File: src/rtl/counter_pkg.sv
// rtl/counter_pkg.sv - shared encodings and terminal counts for universal_counter4
package counter_pkg;

  localparam int unsigned CNT_W = 4;

  localparam logic MODE_BIN = 1'b0;
  localparam logic MODE_DEC = 1'b1;

  localparam logic DIR_UP   = 1'b1;
  localparam logic DIR_DOWN = 1'b0;

  localparam logic [CNT_W-1:0] BIN_MAX = 4'd15;
  localparam logic [CNT_W-1:0] DEC_TOP = 4'd9;

endpackage

File: src/rtl/counter_next.sv
// rtl/counter_next.sv - combinational next-value function with explicit wrap
module counter_next
  import counter_pkg::*;
#(
  parameter logic [CNT_W-1:0] DEC_MAX = DEC_TOP
) (
  input  logic [CNT_W-1:0] cur,
  input  logic             mode,
  input  logic             incr,
  output logic [CNT_W-1:0] nxt
);

  logic [CNT_W-1:0] top;

  always_comb begin
    top = (mode == MODE_DEC) ? DEC_MAX : BIN_MAX;
    nxt = cur;
    if (incr == DIR_UP) begin
      // >= also folds an out-of-range decade value back to zero
      if (cur >= top) nxt = '0;
      else            nxt = cur + 4'd1;
    end else begin
      if (cur == '0)       nxt = top;
      else if (cur > top)  nxt = top;
      else                 nxt = cur - 4'd1;
    end
  end

endmodule

File: src/rtl/universal_counter4.sv
// rtl/universal_counter4.sv - 4-bit binary/decade up/down counter with clear and pause
module universal_counter4
  import counter_pkg::*;
#(
  parameter int unsigned WIDTH   = 4,
  parameter int unsigned DEC_MAX = 9
) (
  input  logic             clk,
  input  logic             clear,
  input  logic             mode,
  input  logic             incr,
  input  logic             pause,
  output logic [WIDTH-1:0] count
);

  logic [CNT_W-1:0] nxt;

  counter_next #(
    .DEC_MAX (CNT_W'(DEC_MAX))
  ) u_next (
    .cur  (count),
    .mode (mode),
    .incr (incr),
    .nxt  (nxt)
  );

  // clear beats pause, pause beats counting
  always_ff @(posedge clk) begin
    if (clear)       count <= '0;
    else if (!pause) count <= nxt;
  end

endmodule

File: config.mk
export PLATFORM = sky130hd
export DESIGN_NAME = universal_counter4
export DESIGN_NICKNAME = d
export VERILOG_FILES = /design/src/rtl/counter_pkg.sv /design/src/rtl/counter_next.sv /design/src/rtl/universal_counter4.sv
export SDC_FILE = /design/constraint.sdc
export NUM_CORES = 1
export LEC_CHECK = 0
export BUFFER_PORTS_ARGS = -buffer_cell sky130_fd_sc_hd__buf_2
export CAP_MARGIN = 10
export CELL_PAD_IN_SITES_DETAIL_PLACEMENT = 1
export CELL_PAD_IN_SITES_GLOBAL_PLACEMENT = 1
export CORE_AREA = 5 5 42 44
export DETAILED_ROUTE_END_ITERATION = 8
export DIE_AREA = 0 0 47 49
export PLACE_DENSITY_LB_ADDON = 0.1
export SYNTH_ARGS = -nofsm -noshare
export SYNTH_HDL_FRONTEND = slang
export SYNTH_SLANG_ARGS = --single-unit
File: constraint.sdc
create_clock -name clk -period 3.75 [get_ports clk]
set_clock_uncertainty 0.2 [all_clocks]
set_input_delay 0.1875 -clock clk [delete_from_list [all_inputs] [get_ports clk]]
set_output_delay 0.1875 -clock clk [all_outputs]
set_load 0.1 [all_outputs]
==> key figures <==
Timing
  • Final cycle utilization of the critical path: 56.8%
  • Worst hold slack: between 50 and 60 ps
  • Post-route setup TNS: 0 ps
  • Final worst slack: approximately 1600 ps
  • Min Tclk post-route: roughly 2100 ps
  • RSZ-0062 raised after global routing: no
  • Count of final hold-check violations: 0
  • Slew @ Worst Pin: 489 ps
  • Worst slew margin: about two thirds
  • F_max: about 0.47 GHz
  • Setup-failing EPs final: 0
  • Final Max Tran Viols: 0

Worst setup path
  • WP data required: 3700 ps
  • Crit path DAT: 2090 ps
  • CP Max Fanout: 11
  • Worst setup EP type: register
  • CP Launch Type: register
  • WS Path Type: reg -> reg

Layout
  • Nets: 70
  • Most flops, register: count
  • Largest regs: count (4)
  • Share of layout cells above drive strength 1: between 20 and 30%
  • Finished Core Util: ~35%
  • N_diodes: 0
  • Area grow syn2layout: 19.6%
  • Fin cells: 75
  • Largest register FFs: 4

Logic synthesis
  • Adder-Cell Fraction of Synth Area: between 10% and 20%
  • Area leader, netlist: dfxtp_1
  • XOR/XNOR Fraction of Synth Area: 2.11%
  • Dominant cells by area after synthesis: dfxtp_1 19%, ha_1 12%, o21ai_0 4.8%
  • Seq cells post-synth: 4
  • Seq/Total Area, Yosys: about a fifth
  • Yosys warns: 0
  • Post-synthesis simple-gate area fraction: 18.7%
  • Post-synthesis area per instance: 8.63 um^2
  • Mapped Area: between 400 and 500 um^2
  • Cells after Synth: between 40 and 50
  • Synth Area in Compound Gates: 42.3%
  • Yosys top cell area share: 19.3%
  • Net Count, Synth: 57
  • Largest family of logic cells by synthesized area: compound AO/OA/AOI/OAI gates
  • Proportion of synthesized area in mux cells: 0%
  • Synth cell types: 29

Routing
  • 1st-iter DRT viols: 2
  • DRT Wirelength: around 1200 um
  • Metal3 WL: roughly 43 um
  • Drc violations: 0
  • Met2 Wirelength: around 600 um
  • Drt first pass iters: 3
  • M1 wire length: about 500 um
  • Per-cell routed wire length: between 15 and 20 um
  • Number of routed nets with antenna violations: 0
  • Highest routed layer: met4
  • Vias: 427
  • Via density per instance: 5.69

GRT
  • Largest net degree at the start of global routing: 12
  • GRT Overall Usage: approximately 13%
  • Overflow after GRT: 0
  • Initial antenna violation count: 0
  • Global-route wire length before repair: roughly 2100 um
  • Vias in the first global route: between 400 and 500

Outcome
  • Status: finished clean

Floorplanning
  • Die Ht: 49 um
  • Floorplan row count: 14
  • Die X: about 47 um
  • Starting density of the core: between 20% and 30%
  • # IOs: 9
  • Die Footprint: 2300 um^2
  • Core area: approximately 1400 um^2

Placed design
  • PortBufs: 8
  • Cell count after placement: 71
  • Pre-CTS WS: between 1500 and 2000 ps
  • Gpl congestion: 0.859

Power and ir drop
  • Power Density: ~400 nW/um^2
  • Combinational cell fraction of total power: between 40% and 50%
  • Worst VDD drop: between 0.00015 and 0.0002 V
  • Internal power: between 0.0001 and 0.00015 W
  • Switching share of total power: 44.1%
  • Flop pwr share: ~29%
  • Sw power: around 0.000087 W
  • Total leakage power: around 0.22 nW
  • Clock power frac: 27.8%

Clock network
  • Clock Pin Slew Worst Setup and Hold Paths: around 40 ps
  • H-tree depth: 1
  • Root Buffer: clkbuf_4
  • CTS tree: yes
  • # clock sinks: 4
  • Clk Latency, worst-skew pair: about 240 ps
  • Number of CTS-inserted buffers: 3
  • Clock tree buffer depth: 2
  • Setup bufs post-CTS: 0

Run
  • Max cap viols: 0

Hold path
  • Min-Delay Path Class: in -> reg
timing repair:
action | CTS | global route
resized for setup | 0 | 0
hold buffers | 1 | 0
setup endpoints to repair | 0 | 0
hold endpoints to repair | 1 | 0
kinds of logic after synthesis:
logic type | count (synthesis)
flops | 4
xor+xnor | 1
buf+inv | 4
fa+ha+maj | 4
compound gates | 23
simple gates | 12
cells in the final DEF (no fill, tap or decap), drive strengths merged:
cell	count
nor2b	1
a21boi	1
inv	3
nor2	2
nand3	2
a221o	1
o21ai	4
a211oi	1
dlygate4sd3	1
and3	1
nor3b	2
o21ba	1
a31oi	2
nor4b	1
a21o	3
o21bai	1
or2	1
o221ai	1
nand2	2
xor2	1
o211a	1
o32ai	2
buf	8
a21oi	2
clkbuf	3
a221oi	1
o21a	2
dfxtp	4
ha	4
power by group through the flow:
| stage | clock network [W] | logic (W) | registers (W) |
|---|---|---|---|
| global route | 0.0000589 | 0.0000918 | 0.0000580 |
| CTS | 0.0000572 | 0.0000860 | 0.0000569 |
| floorplan | 0 | 0.0000418 | 0.0000821 |
| global placement | 0 | 0.0000820 | 0.0000567 |
| detailed placement | 0 | 0.0000850 | 0.0000575 |
| finish | 0.0000546 | 0.0000853 | 0.0000567 |
synthesized netlist by cell type:
library cell	number
dfxtp_1	4
ha_1	4
o21ai_0	4
inv_1	3
a21o_1	2
a21oi_1	2
a31oi_1	2
nand2_1	2
nor2_1	2
nor3b_1	2
o21a_1	2
o32ai_1	2
a211oi_1	1
a21boi_0	1
a21o_2	1
a221o_1	1
a221oi_2	1
and3_4	1
buf_6	1
nand3_1	1
nand3_2	1
nor2b_1	1
nor4b_1	1
o211a_1	1
o21ba_2	1
o21bai_1	1
o221ai_1	1
or2_2	1
xor2_1	1
final cells by class:
class,count,area [um^2]
fill,174,906
timing repair buffer,9,50.0
tap,16,20.0
sequential,4,80.1
multi-input combinational,40,312
clock buffer,3,22.5
inverter,3,11.3
worst max-delay path, cell delays in order (launching register included):
cell and delay [ps]:
dfxtp_1 510, ha_1 330, a21o_1 230, and3_4 190, a221o_1 350, a221oi_2 230
final timing paths:
path | cells past startpoint | end | slack (ps) | startpoint
worst max-delay path | 5 | count[1] | 1620 | count[2]
worst min-delay path | 2 | count[1] | 50 | pause
worst max register to register | 5 | count[1] | 1620 | count[2]
worst min register to register | 2 | count[3] | 410 | count[3]
metal layers:
metal	GRT usage [%]	vias up
met5	0	-
li1	-	211
met4	8.76	0
met2	19.9	9
met3	2.58	4
met1	15.0	203
stage by stage:
step	total power (W)	cell area, um^2
detailed placement	0.000142	463
CTS	0.000200	495
finish	0.000197	495
floorplan	0.000124	414
global route	0.000209	495
global placement	0.000139	463
Note: power is estimated with default switching activity, not from simulation.
